[config.mk]
export PLATFORM = sky130hd
export DESIGN_NAME = write_back_unit_flat
export DESIGN_NICKNAME = d
export VERILOG_FILES = /design/src/rtl/write_back_unit_if.sv /design/src/rtl/write_back_unit.sv /design/src/flat_wrapper.sv
export SDC_FILE = /design/constraint.sdc
export NUM_CORES = 1
export LEC_CHECK = 0
export BUFFER_PORTS_ARGS = -buffer_cell sky130_fd_sc_hd__buf_2
export CORE_UTILIZATION = 44
export CTS_CLUSTER_DIAMETER = 200
export DETAILED_ROUTE_END_ITERATION = 12
export HOLD_SLACK_MARGIN = 0.1
export PLACE_DENSITY = 0.82
export SLEW_MARGIN = 20
export SYNTH_ARGS = -nofsm -noshare
export SYNTH_HDL_FRONTEND = slang
export SYNTH_SLANG_ARGS = --single-unit
[constraint.sdc]
create_clock -name clk -period 1.9 [get_ports clk]
set_input_delay 0.19 -clock clk [delete_from_list [all_inputs] [get_ports clk]]
set_output_delay 0.19 -clock clk [all_outputs]
set_load 0.03 [all_outputs]
[src/rtl/write_back_unit_if.sv]
// Write-back stage bundle: instruction inputs from MEM/WB, register-file write port,
// decode bypass query/response and the retired-instruction count.
interface write_back_unit_if #(
  parameter int XLEN   = 32,
  parameter int REG_AW = 5
);
  logic              valid_in;
  logic              stall;
  logic [2:0]        wb_sel;
  logic [REG_AW-1:0] rd_addr;
  logic [XLEN-1:0]   alu_result;
  logic [XLEN-1:0]   immediate;
  logic [XLEN-1:0]   mem_data;
  logic [XLEN-1:0]   pc_next;
  logic [REG_AW-1:0] fwd_rs1_addr;
  logic [REG_AW-1:0] fwd_rs2_addr;
  logic [XLEN-1:0]   write_data;
  logic              rf_we;
  logic [REG_AW-1:0] rf_waddr;
  logic [XLEN-1:0]   rf_wdata;
  logic              fwd_rs1_hit;
  logic              fwd_rs2_hit;
  logic [31:0]       instret;

  modport master (
    output valid_in, stall, wb_sel, rd_addr, alu_result, immediate, mem_data,
           pc_next, fwd_rs1_addr, fwd_rs2_addr,
    input  write_data, rf_we, rf_waddr, rf_wdata, fwd_rs1_hit, fwd_rs2_hit, instret
  );

  modport slave (
    input  valid_in, stall, wb_sel, rd_addr, alu_result, immediate, mem_data,
           pc_next, fwd_rs1_addr, fwd_rs2_addr,
    output write_data, rf_we, rf_waddr, rf_wdata, fwd_rs1_hit, fwd_rs2_hit, instret
  );
endinterface

[src/rtl/write_back_unit.sv]
// RISC-V write-back: combinational source mux and bypass hits, register-file write one cycle later.
// No backpressure; stall freezes every register (rf write port and instret).
module write_back_unit #(
  parameter int XLEN   = 32,
  parameter int REG_AW = 5
) (
  input  logic                clk,
  input  logic                rst_n,
  write_back_unit_if.slave    wb
);

  typedef enum logic [2:0] {
    SEL_NONE = 3'b000,
    SEL_ALU  = 3'b100,
    SEL_IMM  = 3'b101,
    SEL_MEM  = 3'b110,
    SEL_PC   = 3'b111
  } wb_sel_t;

  logic [XLEN-1:0]   sel_data;
  logic              wr_req;
  logic              rf_we_q;
  logic [REG_AW-1:0] rf_waddr_q;
  logic [XLEN-1:0]   rf_wdata_q;
  logic [31:0]       instret_q;

  // Invalid codes 001..011 fall into the default and produce zero.
  always_comb begin
    sel_data = '0;
    case (wb.wb_sel)
      SEL_ALU: sel_data = wb.alu_result;
      SEL_IMM: sel_data = wb.immediate;
      SEL_MEM: sel_data = wb.mem_data;
      SEL_PC:  sel_data = wb.pc_next;
      default: sel_data = '0;
    endcase
  end

  assign wr_req = wb.valid_in && wb.wb_sel[2] && (wb.rd_addr != '0);

  always_ff @(posedge clk or negedge rst_n) begin
    if (!rst_n) begin
      rf_we_q    <= 1'b0;
      rf_waddr_q <= '0;
      rf_wdata_q <= '0;
      instret_q  <= '0;
    end else if (!wb.stall) begin
      rf_we_q    <= wr_req;
      rf_waddr_q <= wb.rd_addr;
      rf_wdata_q <= sel_data;
      if (wb.valid_in)
        instret_q <= instret_q + 32'd1;
    end
  end

  assign wb.write_data  = sel_data;
  assign wb.fwd_rs1_hit = wr_req && (wb.fwd_rs1_addr == wb.rd_addr);
  assign wb.fwd_rs2_hit = wr_req && (wb.fwd_rs2_addr == wb.rd_addr);
  assign wb.rf_we       = rf_we_q;
  assign wb.rf_waddr    = rf_waddr_q;
  assign wb.rf_wdata    = rf_wdata_q;
  assign wb.instret     = instret_q;

endmodule

[src/flat_wrapper.sv]
// flat-port wrapper written by rule: the top's interface ports become plain ports
module write_back_unit_flat 
#(
  parameter int XLEN   = 32,
  parameter int REG_AW = 5
)
  (clk, rst_n, wb_valid_in, wb_stall, wb_wb_sel, wb_rd_addr, wb_alu_result, wb_immediate, wb_mem_data, wb_pc_next, wb_fwd_rs1_addr, wb_fwd_rs2_addr, wb_write_data, wb_rf_we, wb_rf_waddr, wb_rf_wdata, wb_fwd_rs1_hit, wb_fwd_rs2_hit, wb_instret);
  write_back_unit_if #(.XLEN(XLEN), .REG_AW(REG_AW)) wb_i ();
  input  logic clk;
  input  logic rst_n;
  input wire logic [$bits(wb_i.valid_in)-1:0] wb_valid_in;
  input wire logic [$bits(wb_i.stall)-1:0] wb_stall;
  input wire logic [$bits(wb_i.wb_sel)-1:0] wb_wb_sel;
  input wire logic [$bits(wb_i.rd_addr)-1:0] wb_rd_addr;
  input wire logic [$bits(wb_i.alu_result)-1:0] wb_alu_result;
  input wire logic [$bits(wb_i.immediate)-1:0] wb_immediate;
  input wire logic [$bits(wb_i.mem_data)-1:0] wb_mem_data;
  input wire logic [$bits(wb_i.pc_next)-1:0] wb_pc_next;
  input wire logic [$bits(wb_i.fwd_rs1_addr)-1:0] wb_fwd_rs1_addr;
  input wire logic [$bits(wb_i.fwd_rs2_addr)-1:0] wb_fwd_rs2_addr;
  output wire logic [$bits(wb_i.write_data)-1:0] wb_write_data;
  output wire logic [$bits(wb_i.rf_we)-1:0] wb_rf_we;
  output wire logic [$bits(wb_i.rf_waddr)-1:0] wb_rf_waddr;
  output wire logic [$bits(wb_i.rf_wdata)-1:0] wb_rf_wdata;
  output wire logic [$bits(wb_i.fwd_rs1_hit)-1:0] wb_fwd_rs1_hit;
  output wire logic [$bits(wb_i.fwd_rs2_hit)-1:0] wb_fwd_rs2_hit;
  output wire logic [$bits(wb_i.instret)-1:0] wb_instret;
  assign wb_i.valid_in = wb_valid_in;
  assign wb_i.stall = wb_stall;
  assign wb_i.wb_sel = wb_wb_sel;
  assign wb_i.rd_addr = wb_rd_addr;
  assign wb_i.alu_result = wb_alu_result;
  assign wb_i.immediate = wb_immediate;
  assign wb_i.mem_data = wb_mem_data;
  assign wb_i.pc_next = wb_pc_next;
  assign wb_i.fwd_rs1_addr = wb_fwd_rs1_addr;
  assign wb_i.fwd_rs2_addr = wb_fwd_rs2_addr;
  assign wb_write_data = wb_i.write_data;
  assign wb_rf_we = wb_i.rf_we;
  assign wb_rf_waddr = wb_i.rf_waddr;
  assign wb_rf_wdata = wb_i.rf_wdata;
  assign wb_fwd_rs1_hit = wb_i.fwd_rs1_hit;
  assign wb_fwd_rs2_hit = wb_i.fwd_rs2_hit;
  assign wb_instret = wb_i.instret;
  write_back_unit #(.XLEN(XLEN), .REG_AW(REG_AW)) u_core (.clk(clk), .rst_n(rst_n), .wb(wb_i));
endmodule
# Word-level counts from Yosys, hierarchy flattened
# Cells that the tools add are included.
[totals]
ff_bits = 70
latch_bits = 0
ramBits = 0
rom_bits = 0
output_inout_bits = 104
wordCells = 19
n_memories = 0
[classes]
n_addsub = 1
n_mul = 0
div_mod_pow = 0
order_cmp = 0
eq_ne = 6
shift = 0
muxes = 1
bitwise = 1
n_reduce_logical = 6
[op_table]
columns = ["cell", "n"]
rows = [
  ["32-bit one-hot mux with 4 select lines", 1],
  ["32-bit by 1-bit adder with 32-bit output (second input constant)", 1],
  ["3-bit == test (second input constant)", 4],
  ["5-bit == test", 2],
  ["5-bit nonzero test", 1],
  ["1-bit logical AND", 4],
  ["2-bit AND reduction", 1],
  ["1-bit inverter", 1],
]

# Depth between registers and ports, before layout
# Gate-level depths: netlist of run 1.
[logic_depth]
ltp_word = 3
ltp_mapped = 6
ltp_nobuf = 5

# Worst setup path before layout of run 1
# OpenSTA, ideal clock, no wires.
[synth_path]
kind = "input to output"
start = "input port wb_wb_sel[2]"
end = "output port wb_fwd_rs1_hit"
arrival_ns = 1.629
required_time_ns = 1.710
slack_ns = 0.081
path_stages = 3
path_cell_list = "clkbuf_1 o211ai_1 nor4_1"
[synth_via]
elab_chain_cells = 3
[synth_rtl]
columns = ["item", "line", "source"]
rows = [
  ["start, declared", "flat_wrapper.sv:13", "input wire logic [$bits(wb_i.wb_sel)-1:0] wb_wb_sel;"],
  ["1-bit logical AND (2 in a row)", "write_back_unit.sv:39", "assign wr_req = wb.valid_in && wb.wb_sel[2] && (wb.rd_addr != '0);"],
  ["1-bit logical AND", "write_back_unit.sv:57", "assign wb.fwd_rs1_hit = wr_req && (wb.fwd_rs1_addr == wb.rd_addr);"],
  ["end, declared", "flat_wrapper.sv:25", "output wire logic [$bits(wb_i.fwd_rs1_hit)-1:0] wb_fwd_rs1_hit;"],
]
# No other way between the ends.

# Worst setup path after layout of run 1
[layout_path]
start = "input port wb_wb_sel[0]"
end = "output port wb_write_data[5]"
[layout_via]
elab_chain_cells = 2
[layout_rtl]
columns = ["item", "line", "source"]
rows = [
  ["3-bit == test", "write_back_unit.sv:30", "case (wb.wb_sel)"],
  ["32-bit one-hot mux with 4 select lines *", "write_back_unit.sv:30", ""],
  ["end, declared", "flat_wrapper.sv:21", "output wire logic [$bits(wb_i.write_data)-1:0] wb_write_data;"],
]
# Mark *: on every way between the ends. The rest lies on a longest branch, timed or not.

==> results of run 1 <==
## flip-flops by register name (all words and copies together) (netlist names)
signal              cells
u_core.wb.rf_wdata     32
u_core.wb.rf_we         1
u_core.wb.rf_waddr      5
u_core.wb.instret      32
## per-stage QoR
step / power (mW) / hold slack (ns)
floorplan: 2.70 / -0.106
global placement: 3.17 / 0.245
detailed placement: 3.22 / 0.245
CTS: 4.56 / 0.129
global route: 4.71 / 0.147
finish: 4.52 / 0.141
## power breakdown
group	internal (mW)	total, mW	switching [mW]
sequential	1.64	1.79	0.151
combinational	0.585	1.39	0.805
clock	0.743	1.34	0.596
total	2.97	4.52	1.55
## cells in the final DEF (no fill, tap or decap), drive strengths merged, types with 2 or more instances in the layout
cell	Yosys	routed
xor2	7	7
bufinv	0	2
and3	4	4
clkinv	0	2
nand2	10	10
nor2	5	5
dfrtp	70	70
nand4	18	18
xnor2	34	34
nor4	4	4
diode	0	2
and2	33	33
mux2	38	38
buf	9	263
mux4	32	32
clkinvlp	0	2
nand3	12	12
inv	3	4
nor3	2	2
clkbuf	8	9
and4	2	2
## worst min-delay path by stage
stage          cells after the start  slack, ns           from                    end
2_1_floorplan                      0      -0.11          rst_n   u_core.wb.instret[0]
3_3_place_gp                       2       0.24          rst_n  u_core.wb.instret[16]
3_5_place_dp                       2       0.25          rst_n  u_core.wb.instret[18]
4_1_cts                            2       0.13  wb_rd_addr[0]  u_core.wb.rf_waddr[0]
5_1_grt                            2       0.15  wb_rd_addr[3]  u_core.wb.rf_waddr[3]
6_report                           2       0.14  wb_rd_addr[1]  u_core.wb.rf_waddr[1]
## layout make-up
class,instances,area [um^2]
fillers,675,3150
multi-input cells,209,2220
flip-flops and latches,70,1750
repair buffers,264,1390
well taps,108,135
clock buffers,9,124
clock inverters,7,97.6
inverters,3,11.3
diodes,2,5.00
## worst max-delay path: cells and delay by family
| kind | cells | cell delay, ns |
|---|---|---|
| buf+inv | 3 | 0.57 |
| mux | 1 | 0.52 |
| simple gates | 1 | 0.18 |
## layer usage
layer	GRT usage [%]	vias up	wire length [um]
li1	-	1624	-
met3	6.10	25	816
met2	45.8	168	6520
met5	0	-	0
met4	10.2	0	291
met1	27.8	1737	4230
## logic make-up after synthesis
logic type,count (synthesis)
compound gates,2
xor+xnor,41
fa+ha+maj,1
buf+inv,20
flops,70
mux,70
simple gates,95
## repair_timing
item	4_1_cts	5_1_grt
setup endpoints to repair	0	4
setup buffers	0	1
resized for setup	0	0
hold buffers	1	0
endpoints found under the hold margin	70	0
==> summary.md, run 1 <==
| Metric | Value |
|---|---|
| Status | finished with violations |
| Failing checks | DRC |
| Setup Total Neg Slack | 0 ns |
| DR WL/cell | around 18 um |
| Pwr dens | just under 800 nW/um^2 |
| Mapped Area | just over 4000 um^2 |
| Syn Area/Cell | 13.8 um^2 |
| Post-synthesis xor/xnor area fraction | 8.73% |
| Reg-to-reg slack, setup | between 0.2 and 0.3 ns |
| Critical Path Sink | wb_write_data[5] |
| Library cells used by synthesis | 33 |
| Longest Clk Path Bufs | 2 |
| Async SR Flop Fraction | 100% |
| CP max stage delay | about 0.52 ns |
| GP Congestion | approximately 0.94 |
| Crit path required time | between 1.5 and 2 ns |
| Critical Path Fanout Max | 19 |
| Critical path launch point | wb_wb_sel[0] |
| Synth Area in Compound Gates | 0.304% |
| Htree depth | 3 |
| Routed vias | ~3600 |
| Initial drt markers | 87 |
| Synthesized flop and latch total | 70 |
| Core area | about 8900 um^2 |
| Top cells by area, synth | dfrtp_1, mux4_2, mux2_2, xnor2_1, and2_4 |
| Simple-gate share of the synthesized area | between 15 and 20% |
| PortBufs | 253 |
| Post-layout nets | 708 |
| DP Cell Count | roughly 650 |
| Total routed wirelength | approximately 12000 um |
| Clk sinks | 70 |
| WP data arrival | between 1 and 1.5 ns |
| Largest net degree at the start of global routing | a little over 70 |
| DIE HEIGHT | between 90 and 100 um |
| Layout Cells excl Fill | 672 |
| DP Area | approximately 5500 um^2 |
| PnR worst setup slack | between 0.2 and 0.25 ns |
| Clk pin slew, worst setup/hold paths | roughly 0.080 ns |
| Largest family of logic cells by synthesized area | multiplexers |
| Boundary pin count | roughly 250 |
| First-pass GRT wire length | between 15000 and 20000 um |
| Pins Over Slew Limit | 0 |
| Final instance area | ~5700 um^2 |
| Reg2Reg Launch Point | u_core.wb.instret[0] |
| Post-synthesis instance total | approximately 300 |
| Residual DRC | 2 |
| Setup CP Type | in2out |
| Post-synthesis adder-cell area fraction | less than 1% |
| Unrepaired setup endpoints after global routing | false |
| Synth top cells by count | dfrtp_1, mux2_2, xnor2_1 |
| Initial antenna violation count | 2 |
| Synth Flop Type | dfrtp_1 |
| Share of cells above drive strength 1 | between 60% and 70% |
| Core Util, Final | between 60% and 70% |
| Top cell type's share of synthesized area | 42.6% |
| Die X-Extent | just under 100 um |
| Max Freq | ~0.60 GHz |
| Synth Warn # | 0 |
| Die footprint | around 10000 um^2 |
| Number of global-route vias before repair | 3624 |
| Initial core utilization | 46.2% |
| Final hold vios | 0 |
| Worst R2R Path Depth | 6 |
| Dpl hpwl | around 9400 um |
| Leading area contributor after synthesis | dfrtp_1 |
| # rows | 34 |
| Post-synth EDFFs | 0 |
| Max Cap Violations | 0 |
| Crit path cell chain | buf_2 -> buf_12 -> mux4_2 -> and2_4 -> buf_2 |
| Reg2Reg Capture Point | u_core.wb.instret[18] |
| Via density | approximately 5.3 |
| LEAKAGE | ~3.0 nW |
| Crit share post-route | 87.4% |
| CTS tree | built |
| Fin Clk Skew | ~0.0071 ns |
| VDD IR max | 0.365 mV |
| Final setup fails | 0 |
| Antenna-violating nets left | 0 |
| Mux contribution to synthesized area | between 20% and 30% |
| Worst Setup Start Kind | primary input |
| Hold WC Path Type | in2reg |
| Register area share after synthesis | approximately 43% |
| Worst slack, placed | about 0.17 ns |
| Root Buffer | clkbuf_8 |
| GRT Util Overall | 25.0% |
| Num CTS Buffers | 9 |
| Critical path's slowest cell | mux4_2 |
| Most frequent cell after synthesis | dfrtp_1 |
| Syn Nets | 450 |
| Clock Latency Late Sink | between 0.3 and 0.4 ns |
| GRT overflow | 0 |
| Worst Tran Pin Value | ~0.5 ns |
| Tmin final | 1.66 ns |
| Slew margin rel. | between 60% and 70% |
| Crit end category | output port |
| Critical Path Most Common Cell | buf_2 |
| Drt first pass iters | 8 |
| Area grow syn2layout | 39.5% |
Power figures use the tool's default switching activity.
==> run 2, diff against run 1 <==
- MAX_ROUTING_LAYER: unset -> met4
==> run 2 against run 1 <==
  * The run still ends with DRC left
  * Wire length fell by 0.79%
  * Clock skew up 0.0042 ns
  * Maximum frequency down 3.0%
  * Worst hold slack improved by 0.0030 ns
  * Combinational power about the same
  * Largest cell class unchanged
  * Largest power group unchanged
  * Highest routed layer unchanged
==> summary.md, run 2 (synthesis results as in run 1) <==
| Metric | Value |
|---|---|
| Initial drt markers | 93 |
| Top delay family on crit path | simple AND/OR/NAND/NOR gates |
| Setup CP Type | reg2reg |
| Most common cell after layout, fill and taps aside | buf_2 |
| Clock Latency Late Sink | about 0.35 ns |
| DP Area | 5490 um^2 |
| Final instance area | around 5700 um^2 |
| Num CTS Buffers | 9 |
| Die footprint | 9730 um^2 |
| CTS tree | built |
| Hold WC Path Type | in2reg |
| Routed vias | around 3600 |
| GRT overflow | 0 |
| Area grow syn2layout | 39.3% |
| Die X-Extent | between 90 and 100 um |
| Antenna-violating nets left | 0 |
| Initial core utilization | between 40% and 50% |
| WP data arrival | 1.95 ns |
| Worst Setup Start Kind | flip-flop |
| Largest net degree at the start of global routing | between 70 and 80 |
| Clk sinks | 70 |
| Fin Clk Skew | around 0.011 ns |
| DR WL/cell | between 15 and 20 um |
| Reg2Reg Launch Point | u_core.wb.instret[7] |
| Core Util, Final | approximately 64% |
| Via density | roughly 5.4 |
| # rows | 34 |
| Share of power burned in combinational logic | a little under a third |
| Psw | around 1.6 mW |
| Crit share post-route | between 90% and 100% |
| CP max stage delay | around 0.57 ns |
| LEAKAGE | between 2 and 3 nW |
| Worst hold slack | about 0.14 ns |
| Setup Fix Bufs, Post-CTS | 0 |
| Crit path cell chain | nand4_2 -> nor4_4 -> nand4_1 -> xnor2_1 |
| Status | finished with violations |
| Critical path buffers and inverters | 0 |
| Htree depth | 3 |
| # resized after CTS | 0 |
| Unrepaired setup endpoints after global routing | false |
| Final hold vios | 0 |
| Pint | 2.97 mW |
| Total routed wirelength | between 10000 and 15000 um |
| Final setup fails | 0 |
| Root Buffer | clkbuf_8 |
| Worst hold start | wb_rd_addr[2] |
| Max Cap Violations | 0 |
| PortBufs | roughly 250 |
| Max Freq | ~0.58 GHz |
| Setup Total Neg Slack | 0 ns |
| Drt first pass iters | 10 |
| Longest Clk Path Bufs | 2 |
| Critical path launch point | u_core.wb.instret[7] |
| Initial antenna violation count | 2 |
| Crit end category | flip-flop |
| VDD IR max | 0.373 mV |
| Clk pin slew, worst setup/hold paths | approximately 0.09 ns |
| Share of cells above drive strength 1 | 67.9% |
| GP Congestion | approximately 0.94 |
| Clock share of power | 29.8% |
| Failing checks | DRC |
| Crit path required time | roughly 2.1 ns |
| Slew margin rel. | 62.9% |
| Worst Tran Pin Value | 0.552 ns |
| Residual DRC | 1 |
| First-pass GRT wire length | roughly 19000 um |
| Tmin final | 1.71 ns |
| Core area | slightly below 9000 um^2 |
| GRT Util Overall | a little over a quarter |
| Dpl hpwl | 9430 um |
| Critical path's slowest cell | nor4_4 |
| Switching Share | about 34% |
| Post-layout nets | 707 |
| DIE HEIGHT | ~100 um |
| Number of global-route vias before repair | between 3000 and 4000 |
| Pwr dens | 791 nW/um^2 |
| Worst slack, placed | approximately 0.18 ns |
| Seq pwr share | between 30% and 40% |
| Pins Over Slew Limit | 0 |
| PnR worst setup slack | 0.188 ns |
| Critical Path Fanout Max | 10 |
| Boundary pin count | roughly 250 |
| Commonest non-fill, non-tap cells in the layout | buf_2, dfrtp_1, mux2_2, xnor2_1 |
run 2: cell count changes in the layout (fill, tap and decap cells not counted):
cell / change
buf_4: -1
run 2: cell type report:
cell class              count  area, um^2
flip-flops and latches     70        1750
clock buffers               9         124
well taps                 108         135
clock inverters             7        97.6
repair buffers            263        1380
fillers                   722        3160
inverters                   3        11.3
diodes                      2        5.00
multi-input cells         209        2220
run 2: path summary, 6_finish.rpt:
check / endpoint / slack [ns] / cells past startpoint
hold / removal: u_core.wb.rf_waddr[2] / 0.14 / 2
setup / recovery: u_core.wb.instret[30] / 0.19 / 4
hold reg to reg: u_core.wb.instret[31] / 0.47 / 1
setup reg to reg: u_core.wb.instret[30] / 0.19 / 4
min in group asynchronous: u_core.wb.instret[18] / 0.40 / 3
max in group asynchronous: u_core.wb.rf_wdata[25] / 1.20 / 3
run 2: metrics by stage:
| stage | cells | total power [mW] |
|---|---|---|
| 3_5_place_dp | 652 | 3.21 |
| 4_1_cts | 669 | 4.58 |
| 5_1_grt | 671 | 4.73 |
| 3_3_place_gp | 652 | 3.16 |
| 2_1_floorplan | 299 | 2.70 |
| 6_report | 671 | 4.53 |
run 2: power by group through the flow:
stage	clock network, mW	registers (mW)	logic [mW]
after global placement	0	1.80	1.37
final	1.35	1.79	1.39
after floorplan	0	2.11	0.591
after detailed placement	0	1.82	1.40
after CTS	1.39	1.79	1.40
after global routing	1.44	1.82	1.47
run 2: repair_timing:
item                       4_1_cts  5_1_grt
hold buffers                     1        0
setup endpoints to repair        0        4
hold endpoints to repair        70        0
run 2: layer usage:
layer	wire length [um]	track usage (%)
met3	736	6.03
met4	505	13.1
met2	6280	45.2
met1	4250	27.9
met5	0	-
